===== config.mk =====
export PLATFORM = sky130hd
export DESIGN_NAME = bmc_pwr_dn_seq
export DESIGN_NICKNAME = d
export VERILOG_FILES = /design/src/rtl/bmc_pwr_dn_seq.sv
export SDC_FILE = /design/constraint.sdc
export NUM_CORES = 1
export LEC_CHECK = 0
export BUFFER_PORTS_ARGS = -buffer_cell sky130_fd_sc_hd__buf_2
export CORE_MARGIN = 4
export CORE_UTILIZATION = 53
export CTS_CLUSTER_SIZE = 10
export DETAILED_ROUTE_END_ITERATION = 8
export HOLD_SLACK_MARGIN = 0.1
export PLACE_DENSITY = 0.87
export SYNTH_ARGS = -nofsm -noshare
export SYNTH_HDL_FRONTEND = slang
export SYNTH_SLANG_ARGS = --single-unit

===== constraint.sdc =====
create_clock -name iClk -period 1.7 [get_ports iClk]
set_input_delay 0.34 -clock iClk [delete_from_list [all_inputs] [get_ports iClk]]
set_output_delay 0.34 -clock iClk [all_outputs]
set_load 0.02 [all_outputs]

===== src/rtl/bmc_pwr_dn_seq.sv =====
// Orderly power-down sequencer for the BMC AUX rails: SRST hold, P2V5 enable removal, P1V1 discharge wait.
// Optional build macro BMC_PWRDN_DEBOUNCE_EN adds a two-strobe filter on SLP_SUS# before ON -> SRST.
module bmc_pwr_dn_seq #(
  parameter int SRST_HOLD_MS    = 2,
  parameter int DISCHARGE_TO_MS = 20,
  parameter int CNT_W           = 5
) (
  input  logic       iClk,
  input  logic       iRst_n,
  input  logic       i1mSCE,
  input  logic       iSlpSus_n,
  input  logic       iBmcPwrgd,
  input  logic       iFltReq,
  input  logic       iGoOutFltSt,
  output logic       oP2v5EnAllow,
  output logic       oSrstHold_n,
  output logic       oPwrDnDone,
  output logic       oDischargeTo,
  output logic [2:0] ovState
);

  typedef enum logic [2:0] {
    ST_OFF      = 3'd0,
    ST_ON       = 3'd1,
    ST_SRST     = 3'd2,
    ST_VR_OFF   = 3'd3,
    ST_WAIT_DIS = 3'd4,
    ST_TO_FLT   = 3'd5
  } state_e;

  localparam logic [CNT_W-1:0] HOLD_LD = CNT_W'(SRST_HOLD_MS);
  localparam logic [CNT_W-1:0] DIS_LD  = CNT_W'(DISCHARGE_TO_MS);
  localparam logic [CNT_W-1:0] ONE     = CNT_W'(1);

  state_e           state_q;
  logic [CNT_W-1:0] cnt_q;
  logic [CNT_W-1:0] cnt_d;
  logic             slp_meta_q;
  logic             slp_sync_q;
  logic             allow_q;
  logic             hold_n_q;
  logic             done_q;
  logic             dis_to_q;
`ifdef BMC_PWRDN_DEBOUNCE_EN
  logic             deb_q;
`endif

  // Saturating decrement; the timed states leave on the strobe that brings the count to zero.
  assign cnt_d = (cnt_q == '0) ? '0 : cnt_q - ONE;

  always_ff @(posedge iClk or negedge iRst_n) begin
    if (!iRst_n) begin
      state_q    <= ST_OFF;
      cnt_q      <= '0;
      slp_meta_q <= 1'b0;
      slp_sync_q <= 1'b0;
      allow_q    <= 1'b0;
      hold_n_q   <= 1'b0;
      done_q     <= 1'b1;
      dis_to_q   <= 1'b0;
`ifdef BMC_PWRDN_DEBOUNCE_EN
      deb_q      <= 1'b0;
`endif
    end else begin
      slp_meta_q <= iSlpSus_n;
      slp_sync_q <= slp_meta_q;
      // Outputs follow the state register one cycle later.
      allow_q    <= (state_q == ST_ON) || (state_q == ST_SRST);
      hold_n_q   <= (state_q == ST_ON);
      done_q     <= (state_q == ST_OFF);
      dis_to_q   <= (state_q == ST_TO_FLT);
      case (state_q)
        ST_OFF: begin
`ifdef BMC_PWRDN_DEBOUNCE_EN
          deb_q <= 1'b0;
`endif
          if (slp_sync_q && !iFltReq && !iBmcPwrgd) state_q <= ST_ON;
        end
        ST_ON: begin
`ifdef BMC_PWRDN_DEBOUNCE_EN
          if (iFltReq) begin
            state_q <= ST_SRST;
            cnt_q   <= HOLD_LD;
          end else if (slp_sync_q) begin
            deb_q <= 1'b0;
          end else if (i1mSCE) begin
            if (deb_q) begin
              state_q <= ST_SRST;
              cnt_q   <= HOLD_LD;
            end else begin
              deb_q <= 1'b1;
            end
          end
`else
          if (iFltReq || !slp_sync_q) begin
            state_q <= ST_SRST;
            cnt_q   <= HOLD_LD;
          end
`endif
        end
        ST_SRST: begin
          if (i1mSCE) begin
            cnt_q <= cnt_d;
            if (cnt_q <= ONE) state_q <= ST_VR_OFF;
          end
        end
        ST_VR_OFF: begin
          cnt_q   <= DIS_LD;
          state_q <= ST_WAIT_DIS;
        end
        ST_WAIT_DIS: begin
          if (!iBmcPwrgd) begin
            state_q <= ST_OFF;
          end else if (i1mSCE) begin
            cnt_q <= cnt_d;
            if (cnt_q <= ONE) state_q <= ST_TO_FLT;
          end
        end
        ST_TO_FLT: begin
          if (iGoOutFltSt && !iBmcPwrgd) state_q <= ST_OFF;
        end
        default: state_q <= ST_OFF;
      endcase
    end
  end

  assign oP2v5EnAllow = allow_q;
  assign oSrstHold_n  = hold_n_q;
  assign oPwrDnDone   = done_q;
  assign oDischargeTo = dis_to_q;
  assign ovState      = state_q;

endmodule


==> flow_metrics.tcl, run 1 <==
set metrics [dict create \
    status "completed" \
    grt_pass1_vias 693 \
    clkSinkCount 14 \
    min_period_ns 1.66 \
    hold_depth 1 \
    maxSlewHeadroom 0.740 \
    drive_above_1_share 0.304 \
    hold_viol 0 \
    clock_latency_ns 0.29 \
    path_max_fanout 4 \
    die_y_um 48.2 \
    worstHoldStart "iSlpSus_n" \
    rsz0062_at_grt "false" \
    cp_cell_sequence "inv_1 > ha_2 > or3b_1 > o41ai_2 > o21ai_1 > o221ai_2" \
    globalplace.congestion 0.952 \
    via_per_inst 6.18 \
    path_clk_slew_ns 0.09 \
    antenna_found_initial 0 \
    crit_path_start_kind "flop" \
    syn_inst 84 \
    num_rows 14 \
    wirelength_mm 1.88 \
    io_pins 14 \
    antenna_cells 0 \
    drt_first_iter_violations 38 \
    areaGrowthSynthToFinish_pct 16.7 \
    maxCapViolCount 0 \
    p_leak_uw 0.000448 \
    cp_top_family "compound AO/OA/AOI/OAI gates" \
    total_power_uw 1950 \
    io_buffers 13 \
    avgSynthCellArea_sq_um 10.2 \
    reg2reg_depth 6 \
    drc_errors 0 \
    cts_tree "built" \
    crit_type "reg2reg" \
    ant_nets 0 \
    worstMarginPinSlew_ns 0.381 \
    dr.pass1.iters 4 \
    rr_endpoint "cnt_q[4]" \
    synth_seq_cells 14 \
    cts.path.max_buffers 2 \
    final_cell_mix "buf_2 (13), dfrtp_1 (12), nand2b_1 (6), nor2_1 (6), inv_1 (6)" \
    synth_area_sq_um 855 \
    worst-r2r-setup-slack_ns 0.04 \
    grt_pass1_wl_mm 3.14 \
    grt_start_max_net_pins 15 \
    synth_cell_type_count 38 \
    htreeDepth 1 \
    cts_buffers 3 \
    die_x_um 48.2 \
    synth_nets 94 \
    required_ns 1.91 \
    start_util 0.567 \
    vias 729 \
    synth_seq_area_share 0.411 \
    coreArea_sq_mm 0.00151 \
    finalSetupViolations 0 \
    reg2reg_from "cnt_q[0]" \
    whs_endpoint "slp_meta_q" \
    pwr_density_cell_mw_per_mm2 1960 \
    endpoint_kind "flop" \
    max_freq_mhz 603 \
    grt_use_total 0.191 \
    dieArea_sq_mm 0.00232 \
    layout_commonest_cell "buf_2" \
    drv_slew 0 \
    max_stage_delay_ns 0.40 \
    critPathArrivalTime_ns 1.87 \
    ir_worst_vdd_v 0.00114 \
    fin_setup_tns_ns 0 \
    ys_warn_count 0 \
    fin_skew_ns 0.00490 \
    grt-ovfl-total 0 \
    cts_root_buffer "clkbuf_4" \
    hold_path_class "in2reg" \
    wl_per_cell_um 15.9 \
    worst-path-buf-inv 1 \
    period_share 0.976 \
    fin_nets 113 \
    cp_slowest_cell "dfrtp_1" \
    hpwl_mm 1.31 \
]
==> flip-flops by register name, summed over array words and instances, names as in the netlist <==
name,flops
cnt_q,5
oDischargeTo,1
oP2v5EnAllow,1
oPwrDnDone,1
oSrstHold_n,1
ovState,3
slp_meta_q,1
slp_sync_q,1
==> routing by layer <==
layer / vias up / share of wire / track usage
met1: 342 / 0.43 / 0.256
met3: 5 / 0.061 / 0.0221
met2: 33 / 0.49 / 0.315
met5: - / 0 / 0
li1: 349 / - / -
met4: 0 / 0.018 / 0.0699
==> worst max path at each step <==
stage | from | endpoint | slack, ns | cells past startpoint
2_1_floorplan | cnt_q[0] | cnt_q[4] | 0.16 | 6
3_3_place_gp | cnt_q[0] | cnt_q[4] | 0.12 | 6
3_5_place_dp | cnt_q[0] | cnt_q[4] | 0.02 | 6
4_1_cts | cnt_q[0] | cnt_q[4] | 0.01 | 6
5_1_grt | cnt_q[0] | cnt_q[4] | 0.01 | 6
6_report | cnt_q[0] | cnt_q[4] | 0.04 | 6
==> synth_stat cells (all sizes together) <==
| cell | instances | area (sq um) |
|---|---|---|
| clkbuf | 1 | 3.75 |
| a21oi | 4 | 20.0 |
| a22oi | 1 | 7.51 |
| nor3 | 3 | 25.0 |
| dfstp | 1 | 26.3 |
| inv | 7 | 26.3 |
| o221ai | 1 | 15.0 |
| dfrtp | 13 | 325 |
| and3b | 1 | 8.76 |
| o2bb2ai | 1 | 8.76 |
| a311o | 1 | 10.0 |
| nor2b | 1 | 6.26 |
| or2b | 1 | 7.51 |
| buf | 2 | 18.8 |
| nand3b | 2 | 15.0 |
| nand2b | 7 | 51.3 |
| a2111oi | 1 | 8.76 |
| o311ai | 1 | 8.76 |
| or3b | 1 | 8.76 |
| o31a | 1 | 8.76 |
| a221oi | 1 | 26.3 |
| o22ai | 1 | 6.26 |
| and4bb | 1 | 12.5 |
| mux2i | 1 | 10.0 |
| or4 | 1 | 11.3 |
| o211ai | 5 | 37.5 |
| a32oi | 1 | 8.76 |
| nor2 | 6 | 22.5 |
| nand4b | 1 | 8.76 |
| o21ai | 4 | 20.0 |
| o21a | 2 | 15.0 |
| ha | 3 | 37.5 |
| o41ai | 1 | 8.76 |
| nand2 | 5 | 18.8 |
==> power breakdown <==
part	internal, uW	leakage, uW	switching (uW)
clock	131	0.0000210	113
combinational	468	0.000253	585
sequential	465	0.000175	190
==> what timing repair did <==
item,CTS,global route
hold buffers,1,0
gates resized for setup,1,3
buffers inserted,0,1
endpoints found under the setup margin,1,3
hold endpoints to repair,13,0
==> logic make-up after synthesis <==
logic type,synth area share
AND/OR/NAND/NOR,0.230
buffers and inverters,0.0571
AO/OA/AOI/OAI,0.246
flip-flops,0.411
adder cells (fa/ha/maj),0.0439
multiplexers,0.0117
==> final cells by class <==
cell class	count	area (sq um)
Clock buffer	4	36.3
Fill cell	120	509
Inverter	7	26.3
Multi-Input combinational cell	60	464
Sequential cell	14	353
Tap cell	16	20.0
Timing Repair Buffer	17	97.6
==> per-stage QoR <==
| stage | std cells | hold WS [ns] | worst slack, ns | utilization | instance area, sq um |
|---|---|---|---|---|---|
| after floorplan | 84 | 0.0444 | 0.159 | - | 855 |
| after global placement | 112 | 0.246 | 0.121 | 0.619 | 932 |
| after detailed placement | 112 | 0.248 | 0.0176 | 0.619 | 932 |
| after CTS | 117 | 0.148 | 0.00965 | 0.651 | 981 |
| after global routing | 118 | 0.148 | 0.0148 | 0.662 | 997 |
| final | 118 | 0.149 | 0.0409 | 0.662 | 997 |
Note: power is estimated with default switching activity, not from simulation.
==> run 2: changes to the inputs <==
--- a/config.mk
+++ b/config.mk
@@ -12,6 +12,7 @@
 export DETAILED_ROUTE_END_ITERATION = 8
 export HOLD_SLACK_MARGIN = 0.1
 export PLACE_DENSITY = 0.87
+export SETUP_SLACK_MARGIN = 0.1
 export SYNTH_ARGS = -nofsm -noshare
 export SYNTH_HDL_FRONTEND = slang
 export SYNTH_SLANG_ARGS = --single-unit
==> run 2 against run 1 <==
Final cell count is 2.5% higher. Die area unchanged. Critical endpoint unchanged. Combinational power up 11%. Sequential share of layout area fell by 1.1 points. Hold slack got worse by 0.0048 ns. Worst setup slack better by 0.099 ns. Non-clock buffer count rose by 3. Clock power rose by 2%. Register-to-register slack improved by 0.099 ns.
==> flow_metrics.tcl, run 2 (synthesis gave the netlist of run 1 again) <==
set metrics [dict create \
    worst-path-stages 6 \
    fin_cells 121 \
    dr.pass1.iters 4 \
    worstMarginPinSlew_ns 0.383 \
    fill_cells 114 \
    dieArea_sq_mm 0.00232 \
    total_power_uw 2060 \
    cp-startpoint "cnt_q[0]" \
    drive_above_1_share 0.371 \
    final_cell_mix "buf_2 (13), dfrtp_1 (10), nand2b_1 (6), nor2_1 (6), buf_4 (6)" \
    place_worst_setup_slack_ns 0.0176 \
    io_pins 14 \
    rsz0062_at_grt "false" \
    cts.path.max_buffers 2 \
    die_y_um 48.2 \
    antenna_found_initial 0 \
    finalSetupViolations 0 \
    fin_nets 116 \
    drt_first_iter_violations 24 \
    drv_slew 0 \
    path_clk_slew_ns 0.09 \
    clock_latency_ns 0.29 \
    crit_type "reg2reg" \
    die_x_um 48.2 \
    top_register "cnt_q" \
    antenna_cells 0 \
    ir_worst_vdd_v 0.00120 \
    num_rows 14 \
    cts_buffers 3 \
    htreeDepth 1 \
    pwr_density_cell_mw_per_mm2 1980 \
    grt_pass1_wl_mm 3.33 \
    via_per_inst 6.11 \
    cp-endpoint "cnt_q[4]" \
    fin_skew_ns 0.00575 \
    hold_viol 0 \
    crit_path_start_kind "flop" \
    rr_endpoint "cnt_q[4]" \
    maxSlewHeadroom 0.738 \
    wirelength_mm 1.96 \
    max_stage_delay_ns 0.41 \
    dpl.cell_count 112 \
    required_ns 1.91 \
    coreArea_sq_mm 0.00151 \
    maxCapViolCount 0 \
    cp_cell_sequence "inv_2 > ha_4 > or3b_4 > o41ai_2 > o21ai_1 > o221ai_2" \
    path_max_fanout 4 \
    layout_commonest_cell "buf_2" \
    globalplace.congestion 0.952 \
    clkSinkCount 14 \
    grt_pass1_vias 720 \
    worst-path-buf-inv 1 \
    max_freq_mhz 641 \
    critPathArrivalTime_ns 1.77 \
    status "completed" \
    grt_start_max_net_pins 15 \
    grt-ovfl-total 0 \
    cts_root_buffer "clkbuf_4" \
    areaGrowthSynthToFinish_pct 21.4 \
    drc_errors 0 \
    reg2reg_depth 6 \
    fin_ws_ns 0.140 \
    ant_nets 0 \
    hpwl_mm 1.31 \
    hold_path_class "in2reg" \
    vias 739 \
    cts_tree "built" \
    largest_reg_flops 5 \
    final_util 0.689 \
    period_share 0.917 \
    start_util 0.567 \
    worst-r2r-setup-slack_ns 0.14 \
    wl_per_cell_um 16.2 \
    p_leak_uw 0.000463 \
    cp_top_family "flip-flops" \
    endpoint_kind "flop" \
    io_buffers 13 \
    cp_slowest_cell "dfrtp_1" \
    min_period_ns 1.56 \
    fin_setup_tns_ns 0 \
    reg2reg_from "cnt_q[0]" \
    grt_use_total 0.205 \
]
==> run 2: cell count changes in the layout (fill, tap and decap cells not counted) <==
cell     before  now
buf_4         3    6
dfrtp_1      12   10
dfrtp_2       1    3
ha_1          2    1
ha_4          0    1
inv_1         6    5
inv_2         1    2
or3b_1        1    0
or3b_4        0    1
==> run 2: final cells by class <==
| cell class | instances | area (sq um) | share of cell area |
|---|---|---|---|
| Sequential cell | 14 | 355 | 0.343 |
| Clock buffer | 4 | 36.3 | 0.0350 |
| Multi-Input combinational cell | 60 | 479 | 0.462 |
| Inverter | 7 | 26.3 | 0.0253 |
| Timing Repair Buffer | 20 | 120 | 0.116 |
| Tap cell | 16 | 20.0 | 0.0193 |
==> run 2: through the flow <==
stage	hold slack, ns	instance area, sq um
3_3_place_gp	0.246	932
2_1_floorplan	0.0444	855
4_1_cts	0.148	991
3_5_place_dp	0.248	932
5_1_grt	0.138	1040
6_report	0.144	1040
==> run 2: worst min-delay path by stage <==
stage / start / endpoint / slack [ns] / depth (start not counted)
final: iSlpSus_n / slp_meta_q / 0.14 / 1
after global routing: iSlpSus_n / slp_meta_q / 0.14 / 1
after CTS: iSlpSus_n / slp_meta_q / 0.15 / 1
after detailed placement: iRst_n / oP2v5EnAllow / 0.25 / 1
after global placement: iRst_n / oP2v5EnAllow / 0.25 / 1
after floorplan: iRst_n / cnt_q[0] / 0.04 / 0
==> run 2: per-layer routing <==
| layer | GRT usage | wire (um) | up-vias |
|---|---|---|---|
| li1 | - | - | 351 |
| met1 | 0.267 | 830 | 347 |
| met2 | 0.331 | 979 | 38 |
| met3 | 0.0443 | 120 | 3 |
| met4 | 0.0806 | 27 | 0 |
| met5 | 0 | 0 | - |
==> run 2: worst register-to-register path, cell delays in order (launching register included) <==
cell      delay, ns
dfrtp_1        0.41
inv_2          0.11
ha_4           0.16
or3b_4         0.40
o41ai_2        0.21
o21ai_1        0.11
o221ai_2       0.08
==> run 2: power breakdown <==
group | switching [uW] | total (uW) | internal (uW)
Sequential | 167 | 638 | 471
Clock | 118 | 248 | 131
Combinational | 636 | 1170 | 536
Total | 921 | 2060 | 1140
==> run 2: repair_timing <==
action                                 in CTS  in global routing
setup endpoints to repair                   1                  6
buffers inserted                            0                  4
pin swaps                                   0                  2
endpoints found under the hold margin      13                  0
gates resized for setup                     5                  5
hold buffers                                1                  0
